--- src/rtl/uart_tx_frame_pkg.sv ---
// Shared constants for the UART frame transmitter: board-clock baud divisors,
// parity codes and FSM state encodings (reused by the future receiver).
package uart_tx_frame_pkg;

  localparam int unsigned CLK_HZ  = 50_000_000;
  localparam int unsigned B9600   = CLK_HZ / 9600;
  localparam int unsigned B19200  = CLK_HZ / 19200;
  localparam int unsigned B57600  = CLK_HZ / 57600;
  localparam int unsigned B115200 = CLK_HZ / 115200;

  localparam int unsigned PAR_NONE = 0;
  localparam int unsigned PAR_ODD  = 1;
  localparam int unsigned PAR_EVEN = 2;

  localparam int unsigned TIMER_W = 16;

  typedef enum logic [2:0] {
    ST_IDLE   = 3'd0,
    ST_START  = 3'd1,
    ST_DATA   = 3'd2,
`ifdef UART_TX_PARITY_EN
    ST_PARITY = 3'd3,
`endif
    ST_STOP   = 3'd4
  } tx_state_e;

endpackage

--- src/rtl/uart_tx_frame_if.sv ---
// Producer-side handshake and serial outputs of uart_tx_frame.
// The producer uses the master modport, the transmitter the slave modport.
interface uart_tx_frame_if #(
  parameter int unsigned DATA_BITS = 8
) ();

  logic                 tx_valid;
  logic [DATA_BITS-1:0] tx_data;
  logic                 tx_ready;
  logic                 tx;
  logic                 done;

  modport master (
    output tx_valid,
    output tx_data,
    input  tx_ready,
    input  tx,
    input  done
  );

  modport slave (
    input  tx_valid,
    input  tx_data,
    output tx_ready,
    output tx,
    output done
  );

endinterface

--- src/rtl/uart_bit_timer.sv ---
// Loadable down-counter producing a one-cycle bit_end pulse every reload_i+1
// cycles while enabled; restart_i reloads it without emitting a pulse.
module uart_bit_timer #(
  parameter int unsigned WIDTH = 16
) (
  input  logic             clk,
  input  logic             rstn,
  input  logic             en_i,
  input  logic             restart_i,
  input  logic [WIDTH-1:0] reload_i,
  output logic             bit_end_o
);

  logic [WIDTH-1:0] count_q, count_d;

  always_comb begin
    count_d = count_q;
    if (restart_i) begin
      count_d = reload_i;
    end else if (en_i) begin
      if (count_q == '0) begin
        count_d = reload_i;
      end else begin
        count_d = count_q - 1'b1;
      end
    end
  end

  always_ff @(posedge clk or negedge rstn) begin
    if (!rstn) begin
      count_q <= '0;
    end else begin
      count_q <= count_d;
    end
  end

  assign bit_end_o = en_i & ~restart_i & (count_q == '0);

endmodule

--- src/rtl/uart_tx_frame.sv ---
// UART frame transmitter: start + DATA_BITS (LSB first) + optional parity + STOP_BITS.
// Parity bit and PARITY state exist only when UART_TX_PARITY_EN is defined.
//
// state     | meaning
// ----------+-----------------------------------------------
// ST_IDLE   | line high, tx_ready high, waiting for a word
// ST_START  | driving the start bit (0)
// ST_DATA   | shifting out data bits, LSB first
// ST_PARITY | driving the accumulated parity bit
// ST_STOP   | driving STOP_BITS stop bits (1)
module uart_tx_frame
  import uart_tx_frame_pkg::*;
#(
  parameter int unsigned DIVISOR   = B9600,
  parameter int unsigned DATA_BITS = 8,
  parameter int unsigned STOP_BITS = 1,
  parameter int unsigned PARITY    = PAR_NONE
) (
  input  logic           clk,
  input  logic           rstn,
  uart_tx_frame_if.slave bus
);

  if (DIVISOR < 2 || DIVISOR > 65535) begin : g_bad_divisor
    $error("uart_tx_frame: DIVISOR must be in 2..65535");
  end
  if (DATA_BITS < 5 || DATA_BITS > 9) begin : g_bad_data_bits
    $error("uart_tx_frame: DATA_BITS must be in 5..9");
  end
  if (STOP_BITS < 1 || STOP_BITS > 2) begin : g_bad_stop_bits
    $error("uart_tx_frame: STOP_BITS must be 1 or 2");
  end
  if (PARITY > PAR_EVEN) begin : g_bad_parity
    $error("uart_tx_frame: PARITY must be 0, 1 or 2");
  end

  localparam logic [TIMER_W-1:0] RELOAD    = TIMER_W'(DIVISOR - 1);
  localparam logic [3:0]         LAST_DATA = 4'(DATA_BITS - 1);
  localparam logic [3:0]         LAST_STOP = 4'(STOP_BITS - 1);
`ifdef UART_TX_PARITY_EN
  localparam bit PAR_ACTIVE = (PARITY != PAR_NONE);
  localparam bit PAR_SEED   = (PARITY == PAR_ODD);
`endif

  tx_state_e            state_q, state_d;
  logic [DATA_BITS-1:0] shift_q, shift_d;
  logic [3:0]           idx_q, idx_d;
  logic                 tx_q, tx_d;
  logic                 done_q, done_d;
`ifdef UART_TX_PARITY_EN
  logic                 par_q, par_d;
`endif

  logic accept;
  logic bit_end;

  assign bus.tx_ready = (state_q == ST_IDLE);
  assign accept       = bus.tx_valid & bus.tx_ready;
  assign bus.tx       = tx_q;
  assign bus.done     = done_q;

  uart_bit_timer #(
    .WIDTH (TIMER_W)
  ) u_bit_timer (
    .clk       (clk),
    .rstn      (rstn),
    .en_i      (state_q != ST_IDLE),
    .restart_i (accept),
    .reload_i  (RELOAD),
    .bit_end_o (bit_end)
  );

  always_comb begin
    state_d = state_q;
    shift_d = shift_q;
    idx_d   = idx_q;
    done_d  = 1'b0;
`ifdef UART_TX_PARITY_EN
    par_d   = par_q;
`endif

    case (state_q)
      ST_IDLE: begin
        if (accept) begin
          state_d = ST_START;
          shift_d = bus.tx_data;
          idx_d   = '0;
`ifdef UART_TX_PARITY_EN
          par_d   = PAR_SEED;
`endif
        end
      end
      ST_START: begin
        if (bit_end) begin
          state_d = ST_DATA;
        end
      end
      ST_DATA: begin
        if (bit_end) begin
          shift_d = shift_q >> 1;
`ifdef UART_TX_PARITY_EN
          par_d   = par_q ^ shift_q[0];
`endif
          if (idx_q == LAST_DATA) begin
            idx_d = '0;
`ifdef UART_TX_PARITY_EN
            state_d = PAR_ACTIVE ? ST_PARITY : ST_STOP;
`else
            state_d = ST_STOP;
`endif
          end else begin
            idx_d = idx_q + 4'd1;
          end
        end
      end
`ifdef UART_TX_PARITY_EN
      ST_PARITY: begin
        if (bit_end) begin
          state_d = ST_STOP;
        end
      end
`endif
      ST_STOP: begin
        if (bit_end) begin
          if (idx_q == LAST_STOP) begin
            state_d = ST_IDLE;
            idx_d   = '0;
            done_d  = 1'b1;
          end else begin
            idx_d = idx_q + 4'd1;
          end
        end
      end
      default: begin
        state_d = ST_IDLE;
      end
    endcase

    // tx is registered, so it is derived from where the FSM is heading next
    case (state_d)
      ST_START:  tx_d = 1'b0;
      ST_DATA:   tx_d = shift_d[0];
`ifdef UART_TX_PARITY_EN
      ST_PARITY: tx_d = par_d;
`endif
      default:   tx_d = 1'b1;
    endcase
  end

  always_ff @(posedge clk or negedge rstn) begin
    if (!rstn) begin
      state_q <= ST_IDLE;
      shift_q <= '0;
      idx_q   <= '0;
      tx_q    <= 1'b1;
      done_q  <= 1'b0;
`ifdef UART_TX_PARITY_EN
      par_q   <= 1'b0;
`endif
    end else begin
      state_q <= state_d;
      shift_q <= shift_d;
      idx_q   <= idx_d;
      tx_q    <= tx_d;
      done_q  <= done_d;
`ifdef UART_TX_PARITY_EN
      par_q   <= par_d;
`endif
    end
  end

endmodule

--- src/flat_wrapper.sv ---
// flat-port wrapper written by rule: the top's interface ports become plain ports
module uart_tx_frame_flat import uart_tx_frame_pkg::*;
#(
  parameter int unsigned DIVISOR   = B9600,
  parameter int unsigned DATA_BITS = 8,
  parameter int unsigned STOP_BITS = 1,
  parameter int unsigned PARITY    = PAR_NONE
)
  (clk, rstn, bus_tx_valid, bus_tx_data, bus_tx_ready, bus_tx, bus_done);
  uart_tx_frame_if #(.DATA_BITS(DATA_BITS)) bus_i ();
  input  logic clk;
  input  logic rstn;
  input wire logic [$bits(bus_i.tx_valid)-1:0] bus_tx_valid;
  input wire logic [$bits(bus_i.tx_data)-1:0] bus_tx_data;
  output wire logic [$bits(bus_i.tx_ready)-1:0] bus_tx_ready;
  output wire logic [$bits(bus_i.tx)-1:0] bus_tx;
  output wire logic [$bits(bus_i.done)-1:0] bus_done;
  assign bus_i.tx_valid = bus_tx_valid;
  assign bus_i.tx_data = bus_tx_data;
  assign bus_tx_ready = bus_i.tx_ready;
  assign bus_tx = bus_i.tx;
  assign bus_done = bus_i.done;
  uart_tx_frame #(.DIVISOR(DIVISOR), .DATA_BITS(DATA_BITS), .STOP_BITS(STOP_BITS), .PARITY(PARITY)) u_core (.clk(clk), .rstn(rstn), .bus(bus_i));
endmodule
--- config.mk ---
export PLATFORM = sky130hd
export DESIGN_NAME = uart_tx_frame_flat
export DESIGN_NICKNAME = d
export VERILOG_FILES = /design/src/rtl/uart_tx_frame_pkg.sv /design/src/rtl/uart_tx_frame_if.sv /design/src/rtl/uart_bit_timer.sv /design/src/rtl/uart_tx_frame.sv /design/src/flat_wrapper.sv
export SDC_FILE = /design/constraint.sdc
export NUM_CORES = 1
export LEC_CHECK = 0
export ABC_AREA = 1
export CORE_ASPECT_RATIO = 2
export CORE_MARGIN = 2
export CORE_UTILIZATION = 60
export DETAILED_ROUTE_END_ITERATION = 8
export HOLD_SLACK_MARGIN = 0.06
export PLACE_DENSITY = 0.81
export SLEW_MARGIN = 20
export SYNTH_ARGS = -nofsm -noshare
export SYNTH_HDL_FRONTEND = slang
export SYNTH_SLANG_ARGS = --single-unit
--- constraint.sdc ---
create_clock -name clk -period 3.46 [get_ports clk]
set_input_delay 1.038 -clock clk [delete_from_list [all_inputs] [get_ports clk]]
set_output_delay 1.038 -clock clk [all_outputs]
set_load 0.02 [all_outputs]
==> impl_metrics.csv <==
group,metric,value,unit
synth,synth_largest_area_cell,"dfrtp_1",
synth,ys_warn_count,0,
cts,clock_path_buffers,2,
die,io_pins,14,
setup_path,r2r_slack,1.71,ns
die,die_area,0.00369,mm²
drt,viasPerCell,5.58,
cts,numCtsBuffers,5,
pwr,totalPowerFinal,0.00123,W
die,start_util,0.615,
cts,cts_tree,"built",
hold_path,hold_depth,2,
synth,ys_ff_latch,33,
finish,multi_input_area,976,µm²
global_route,grt_max_degree,34,
setup_path,startpoint_type,"flip-flop",
synth,ys_seq_area_frac,0.431,
cts,clk_pin_slew,0.06,ns
global_route,grt_util_all_layers,0.263,
cts,cts_setup_buffers,0,
synth,synth_edf_count,0,
synth,netlist_instances,252,
outcome,status,"finished, final reports clean",
cts,ctsHoldBuffers,0,
pwr,peakVddDrop,470,µV
run,cap_violations,0,
finish,num-nets-final,287,
placed_design,io_buffers,13,
drt,finalWirelength,4170,µm
setup_path,r2r_cells,7,
cts,ctsHtreeMaxLevel,2,
sta,hold_viol_final,0,
synth,syn_nets,266,
cts,clock_latency,0.29,ns
synth,avgSynthCellArea,7.61,µm²
synth,async_reset_ff_frac,1.00,
die,core-area,0.00312,mm²
synth,synth_area_leaders,"dfrtp_1, nand2_1, nand3_1",
setup_path,r2r-start,"u_core.u_bit_timer.count_q[0]",
sta,relSlewSlack,0.601,
sta,rsz0062_at_grt,"false",
hold_path,hp-start,"u_core.shift_q[3]",
setup_path,cp.arrival,1.72,ns
sta,setup_viol,0,
sta,fin_skew,0.00587,ns
hold_path,hold_path_class,"reg2reg",
cts,postCtsResizedCells,0,
synth,synth_ff_type,"dfrtp_1",
setup_path,end_kind,"output pin",
drt,drcViolationCount,0,
global_route,grt_pass1_vias,1630,
sta,period_needed,2.75,ns
die,rows,29,
synth,synth_cell_types,28,
global_route,grt.overflow.total,0,
drt,drt-initial-drc-count,38,
setup_path,crit_type,"reg2out",
die,die_w,44.0,µm
setup_path,rr_endpoint,"u_core.u_bit_timer.count_q[8]",
synth,synth_area,0.00192,mm²
cts,clkSinkCount,33,
sta,finalCritPeriodShare,0.796,
global_route,grt_pass1_wl,7160,µm
cts,cts_root_buffer,"clkbuf_8",
sta,max_freq,363,MHz
finish,diodes,0,
setup_path,required,2.42,ns
hold_path,hold-path-endpoint,"u_core.shift_q[3]",
placed_design,dpl.hpwl,3180,µm
drt,first_pass_iters,4,
synth,yosysTopAreaCellShare,0.417,
setup_path,worst-path-max-fanout,5,
sta,fin_setup_tns,0,ns
sta,final_max_slew_viol_count,0,
global_route,antenna_found_initial,0,
finish,nFillCells,259,
drt,routedWlPerCell,13.7,µm
drt,ant_nets,0,
pwr,cellLeakagePower,1.04,nW
die,die_h,84.0,µm
finish,syn2layout_area_growth,14.5,%
finish,seq_area,827,µm²
drt,vias,1701,
finish,drive_gt1_frac,0.150,
sta,worst_pin_slew,0.593,ns
finish,utilization,0.704,
placed_design,gp_congestion,0.848,
pwr,power_density,559,mW/mm²
## where the power goes
group	internal, W	switching [W]	leakage, nW
registers	0.000483	0.0000996	0.412
logic	0.000124	0.000202	0.574
clock network	0.000180	0.000138	0.0542
total	0.000787	0.000440	1.04
## worst max path at each step
stage / start / to / slack, ns / cells past startpoint
4_1_cts: u_core.state_q[0] / bus_tx_ready / 0.71 / 4
3_3_place_gp: u_core.state_q[2] / bus_tx_ready / 1.06 / 4
2_1_floorplan: u_core.state_q[2] / bus_tx_ready / 1.65 / 3
6_report: u_core.state_q[0] / bus_tx_ready / 0.71 / 4
5_1_grt: u_core.state_q[2] / bus_tx_ready / 0.63 / 4
3_5_place_dp: u_core.state_q[0] / bus_tx_ready / 1.02 / 4
## per-layer routing
metal  global-route usage  up-vias  wire length (µm)
met2                0.477       27              2400
met5                    0        -                 0
met3               0.0498        9                79
li1                     -      861                 -
met4                0.152        0               140
met1                0.254      804              1540
## area by class of cell
| class | count | share of cell area |
|---|---|---|
| Multi-Input combinational cell | 189 | 0.444 |
| Timing Repair Buffer | 14 | 0.0627 |
| Clock inverter | 1 | 0.00228 |
| Sequential cell | 33 | 0.377 |
| Clock buffer | 7 | 0.0439 |
| Inverter | 30 | 0.0524 |
| Tap cell | 31 | 0.0177 |
## critical path, stage by stage (launching register included)
cell,delay (ns)
dfrtp_1,0.41
inv_2,0.08
nand2_2,0.10
nor2_4,0.20
clkdlybuf4s50_1,0.64
## metrics by stage
stage / instances / setup slack, ns / cell area [µm²] / hold WS (ns)
floorplan: 252 / 1.65 / 1920 / 0.442
global placement: 297 / 1.06 / 2090 / 0.465
detailed placement: 297 / 1.02 / 2090 / 0.474
CTS: 305 / 0.708 / 2200 / 0.489
global route: 305 / 0.634 / 2200 / 0.508
finish: 305 / 0.705 / 2200 / 0.484
## kinds of logic (layout without fill, tap and decap cells)
group / Yosys count / count (layout) / synth area share
xor gates and xnor gates: 2 / 2 / 0.00913
DFF: 33 / 33 / 0.431
buffers and inverters: 30 / 52 / 0.0600
and+or+nand+nor: 156 / 156 / 0.402
AOI/OAI and AO/OA: 28 / 28 / 0.0783
adders and majority gates: 3 / 3 / 0.0196
## synthesized netlist by cell type, drive strengths merged (2+ instances only)
cell and count:
ha 3, o21ai 22, and2 4, nand4 6, dfrtp 32, a21oi 4, xor2 2, nand3 29
nor3 4, inv 30, nand2 79, nor2 33
## placed cells by master, fill, tap and decap left out, types with 2 or more instances in the layout
master / n
nand2_1: 72
dfrtp_1: 32
nand3_1: 26
nor2_1: 24
inv_1: 21
o21ai_0: 13
clkdlybuf4s50_1: 13
inv_2: 8
o21ai_1: 7
clkbuf_8: 7
nand2_2: 6
nand4_1: 6
nor2_4: 4
nor2_2: 4
a21oi_1: 4
and2_1: 4
nor3_1: 3
ha_1: 3
nand3_2: 2
o21ai_2: 2
xor2_1: 2
## state kept, by name, summed over array words and instances, names as in the netlist
name,flops
u_core.u_bit_timer.count_q,16
u_core.shift_q,8
u_core.idx_q,4
u_core.state_q,3
u_core.bus.done,1
u_core.bus.tx,1
(Power assumes the default switching activity.)
